### src/rtl/alu_operand_stage.sv
// Operand-select and pipeline stage between register-file read and the ALU,
// with a 2-entry skid buffer and flush. Build option: ALU_OPERAND_FWD_EN enables writeback forwarding.
module alu_operand_stage #(
  parameter int DATA_W = 16,
  parameter int IMM_W  = 8,
  parameter int ADDR_W = 3
) (
  input  logic              clk,
  input  logic              rst,
  input  logic              in_valid,
  output logic              in_ready,
  input  logic [DATA_W-1:0] rd_q,
  input  logic [DATA_W-1:0] rs_q,
  input  logic [ADDR_W-1:0] rd_addr,
  input  logic [ADDR_W-1:0] rs_addr,
  input  logic [DATA_W-1:0] pc,
  input  logic [IMM_W-1:0]  imm,
  input  logic [1:0]        a_sel,
  input  logic [1:0]        b_sel,
  input  logic              flush,
  input  logic              wb_valid,
  input  logic [ADDR_W-1:0] wb_addr,
  input  logic [DATA_W-1:0] wb_data,
  output logic              out_valid,
  input  logic              out_ready,
  output logic [DATA_W-1:0] alu_a,
  output logic [DATA_W-1:0] alu_b
);

  logic [DATA_W-1:0] rd_eff;
  logic [DATA_W-1:0] rs_eff;
  logic [DATA_W-1:0] imm_sext;
  logic [DATA_W-1:0] imm_zext;
  logic [DATA_W-1:0] a_new;
  logic [DATA_W-1:0] b_new;

  logic              out_valid_reg;
  logic              skid_valid_reg;
  logic [DATA_W-1:0] alu_a_reg;
  logic [DATA_W-1:0] alu_b_reg;
  logic [DATA_W-1:0] skid_a_reg;
  logic [DATA_W-1:0] skid_b_reg;

  logic              accept;
  logic              out_free;

`ifdef ALU_OPERAND_FWD_EN
  // Bypass a same-cycle writeback that the register file has not yet absorbed.
  assign rd_eff = (wb_valid && (wb_addr == rd_addr)) ? wb_data : rd_q;
  assign rs_eff = (wb_valid && (wb_addr == rs_addr)) ? wb_data : rs_q;
`else
  logic unused_fwd;
  assign unused_fwd = ^{wb_valid, wb_addr, wb_data, rd_addr, rs_addr};
  assign rd_eff = rd_q;
  assign rs_eff = rs_q;
`endif

  // Bit-wise extension keeps IMM_W == DATA_W legal without zero-width replication.
  genvar gi;
  generate
    for (gi = 0; gi < DATA_W; gi++) begin : g_ext
      if (gi < IMM_W) begin : g_low
        assign imm_sext[gi] = imm[gi];
        assign imm_zext[gi] = imm[gi];
      end else begin : g_high
        assign imm_sext[gi] = imm[IMM_W-1];
        assign imm_zext[gi] = 1'b0;
      end
    end
  endgenerate

  always_comb begin
    a_new = rd_eff;
    unique case (a_sel)
      2'd0: a_new = rd_eff;
      2'd1: a_new = pc;
      2'd2: a_new = '0;
      2'd3: a_new = rs_eff;
      default: a_new = rd_eff;
    endcase
  end

  always_comb begin
    b_new = imm_sext;
    unique case (b_sel)
      2'd0: b_new = imm_sext;
      2'd1: b_new = rs_eff;
      2'd2: b_new = imm_zext;
      2'd3: b_new = DATA_W'(1);
      default: b_new = imm_sext;
    endcase
  end

  assign in_ready = ~skid_valid_reg;
  assign accept   = in_valid & in_ready;
  assign out_free = ~out_valid_reg | out_ready;

  always_ff @(posedge clk or negedge rst) begin
    if (!rst) begin
      out_valid_reg  <= 1'b0;
      skid_valid_reg <= 1'b0;
      alu_a_reg      <= '0;
      alu_b_reg      <= '0;
      skid_a_reg     <= '0;
      skid_b_reg     <= '0;
    end else if (flush) begin
      out_valid_reg  <= 1'b0;
      skid_valid_reg <= 1'b0;
    end else if (skid_valid_reg) begin
      // in_ready is low here, so the only possible move is skid -> output.
      if (out_ready) begin
        alu_a_reg      <= skid_a_reg;
        alu_b_reg      <= skid_b_reg;
        skid_valid_reg <= 1'b0;
      end
    end else if (accept) begin
      if (out_free) begin
        alu_a_reg     <= a_new;
        alu_b_reg     <= b_new;
        out_valid_reg <= 1'b1;
      end else begin
        skid_a_reg     <= a_new;
        skid_b_reg     <= b_new;
        skid_valid_reg <= 1'b1;
      end
    end else if (out_ready) begin
      out_valid_reg <= 1'b0;
    end
  end

  assign out_valid = out_valid_reg;
  assign alu_a     = alu_a_reg;
  assign alu_b     = alu_b_reg;

endmodule

### config.mk
export PLATFORM = sky130hd
export DESIGN_NAME = alu_operand_stage
export DESIGN_NICKNAME = d
export VERILOG_FILES = /design/src/rtl/alu_operand_stage.sv
export SDC_FILE = /design/constraint.sdc
export NUM_CORES = 1
export LEC_CHECK = 0
export BUFFER_PORTS_ARGS = -buffer_cell sky130_fd_sc_hd__buf_2
export CORE_MARGIN = 1.5
export CORE_UTILIZATION = 54
export CTS_BUF_LIST = sky130_fd_sc_hd__clkbuf_2
export DETAILED_ROUTE_END_ITERATION = 8
export PLACE_DENSITY_LB_ADDON = 0.15
export SLEW_MARGIN = 20
export SYNTH_ARGS = -nofsm -noshare
export SYNTH_HDL_FRONTEND = slang
export SYNTH_SLANG_ARGS = --single-unit
### constraint.sdc
create_clock -name clk -period 3.7 [get_ports clk]
set_input_delay 0.74 -clock clk [delete_from_list [all_inputs] [get_ports clk]]
set_output_delay 0.74 -clock clk [all_outputs]
set_load 0.02 [all_outputs]
==> impl_metrics.tcl <==
set metrics [dict create \
    outcome "completed" \
    yosysTopAreaCellShare_pct 47.1 \
    worstSetupPathType "reg -> out" \
    diodes 0 \
    grt_pass1_vias 2847 \
    fin_util_pct 64.4 \
    yosys_warnings 0 \
    initial_core_util_pct 55.5 \
    synth-seq-area-share_pct 47.1 \
    syn2layout_area_growth_pct 16.0 \
    place_ws_ns 1.22 \
    period_minus_slack_ns 2.86 \
    wl_per_cell_um 17.5 \
    hold_violations 0 \
    fin_cells 491 \
    grt_overflow 0 \
    fillers 552 \
    drtPass1Iterations 4 \
    grt_max_degree 39 \
    io_pins 125 \
    dieArea_mm2 0.00699 \
    crit_required_ns 2.96 \
    maxSlewHeadroom_pct 44.6 \
    clock_latency_ns 0.49 \
    rsz0062_at_grt "false" \
    finalSetupViolations 0 \
    drive_gt1_share_pct 32.9 \
    routed.top_layer "met4" \
    dp.cells 475 \
    drtAntennaViolNets 0 \
    synth_top_cells_by_count "dfrtp_1 (66), mux2i_1 (42), o21ai_0 (39), a2bb2oi_1 (24), inv_1 (21)" \
    h-tree-depth 3 \
    cts_tree "done" \
    worst_pin_slew_ns 0.831 \
    timing.hold.ws_ns 0.250 \
    synth_top_area_cell "dfrtp_1" \
    critPathArrivalTime_ns 2.12 \
    ys_seq_elements 66 \
    worstSetupStartpointType "flop" \
    initialDrtViolationCount 153 \
    ctsResizeCount 0 \
    wl_met1_mm 3.93 \
    cts_buffers 9 \
    final_area_mm2 0.00407 \
    remaining_drc_errors 0 \
    post-route-period-util_pct 77.2 \
    ff2ff_setup_slack_ns 1.24 \
    ys_top_cells_by_area "dfrtp_1 (47%), mux2i_1 (12%), a2bb2oi_1 (6.0%)" \
    fmax_mhz 350 \
    netlist_instances 328 \
    num_vias 2893 \
    p_leak_nw 1.94 \
    core_mm2 0.00631 \
    placed_area_mm2 0.00396 \
    holdBufCountCts 0 \
    io_buffers 98 \
    wl_met3_um 333 \
    syn_area_mm2 0.00351 \
    r2r_start "skid_valid_reg" \
    grt_pass1_wl_mm 14.2 \
    powerDensity_mw_per_mm2 450 \
    post_cts_buffers 0 \
    clkTransAtPathRegs_ns 0.19 \
    antenna_found_initial 0 \
    die_w_um 83.6 \
    drv_cap 0 \
    hold_class "in -> async" \
    gp_congestion 0.870 \
    cp-end-kind "primary output" \
    vias_per_cell 5.89 \
    p_total_mw 1.83 \
    fin_skew_ns 0.0175 \
    synth_nets 419 \
    clockRootBuffer "clkbuf_2" \
    die_y_um 83.6 \
    yosysMostFrequentCell "dfrtp_1" \
    track_usage_pct 25.7 \
    ys_types 36 \
    wl_mm 8.59 \
    ir_drop_uv 257 \
    fin_nets 500 \
    ys_async_sr_fraction_pct 100 \
    crit_start "skid_valid_reg" \
    avgSynthCellArea_um2 10.7 \
    yosys_most_used_dff "dfrtp_1" \
    slew_viol_final 0 \
    dp.final_hpwl_mm 5.97 \
    clock-sinks 66 \
    clockBufferDepth 2 \
    finalSetupTns_ns 0 \
    worstPathMaxFanout 28 \
    fin_ws_ns 0.844 \
    rows 29 \
    route.met2.wl_mm 4.16 \
    rr_worst_depth 4 \
    synth_edf_count 0 \
]
## layout make-up
type,count,area [um2],area share (%)
Sequential cell,66,1650,40.6
Clock inverter,7,60.1,1.48
Timing Repair Buffer,102,533,13.1
Multi-Input combinational cell,207,1600,39.2
Tap cell,77,96.3,2.37
Clock buffer,9,45.0,1.11
Inverter,23,86.3,2.12
## report_power, final
group          total (mW)  internal, mW  switching (mW)
clock network       0.409         0.148           0.260
registers           0.936         0.871          0.0643
logic               0.488         0.202           0.286
total                1.83          1.22           0.611
## cell usage in the layout (no fill, tap or decap), types with 3 or more instances in the layout
master / synthesis / layout
clkbuf_2: 0 / 9
o211ai_1: 16 / 16
clkinv_1: 1 / 3
nand2_1: 3 / 3
a22o_1: 5 / 5
buf_4: 2 / 3
a211oi_1: 3 / 3
clkinv_2: 0 / 3
inv_1: 21 / 21
dfrtp_1: 66 / 66
nor2_1: 15 / 15
mux2_2: 14 / 14
mux2i_1: 42 / 42
a221oi_1: 5 / 5
o31ai_1: 7 / 7
buf_2: 10 / 98
a2bb2oi_1: 24 / 24
or4_1: 16 / 16
o21ai_0: 39 / 39
## layer usage
metal | track usage [%] | up-vias
li1 | - | 1383
met1 | 34.4 | 1422
met2 | 41.5 | 72
met3 | 4.55 | 16
met4 | 10.4 | 0
met5 | 0 | -
## worst paths after layout
| path | to |
|---|---|
| setup reg to reg | alu_b[15] |
| max in group asynchronous | skid_a_reg[0] |
| hold / removal | skid_b_reg[14] |
| min in group clk | skid_valid_reg |
| hold reg to reg | alu_b[12] |
| setup / recovery | in_ready |
## cell families after synthesis
| logic type | synth area share (%) |
|---|---|
| muxes | 16.5 |
| and+or+nand+nor | 7.21 |
| DFF | 47.1 |
| buffers and inverters | 7.53 |
| AOI/OAI and AO/OA | 21.7 |
## critical path: stages (launching register included)
cell and delay, ns:
dfrtp_1 0.92, inv_2 0.42, buf_2 0.29
Power figures use the tool's default switching activity.
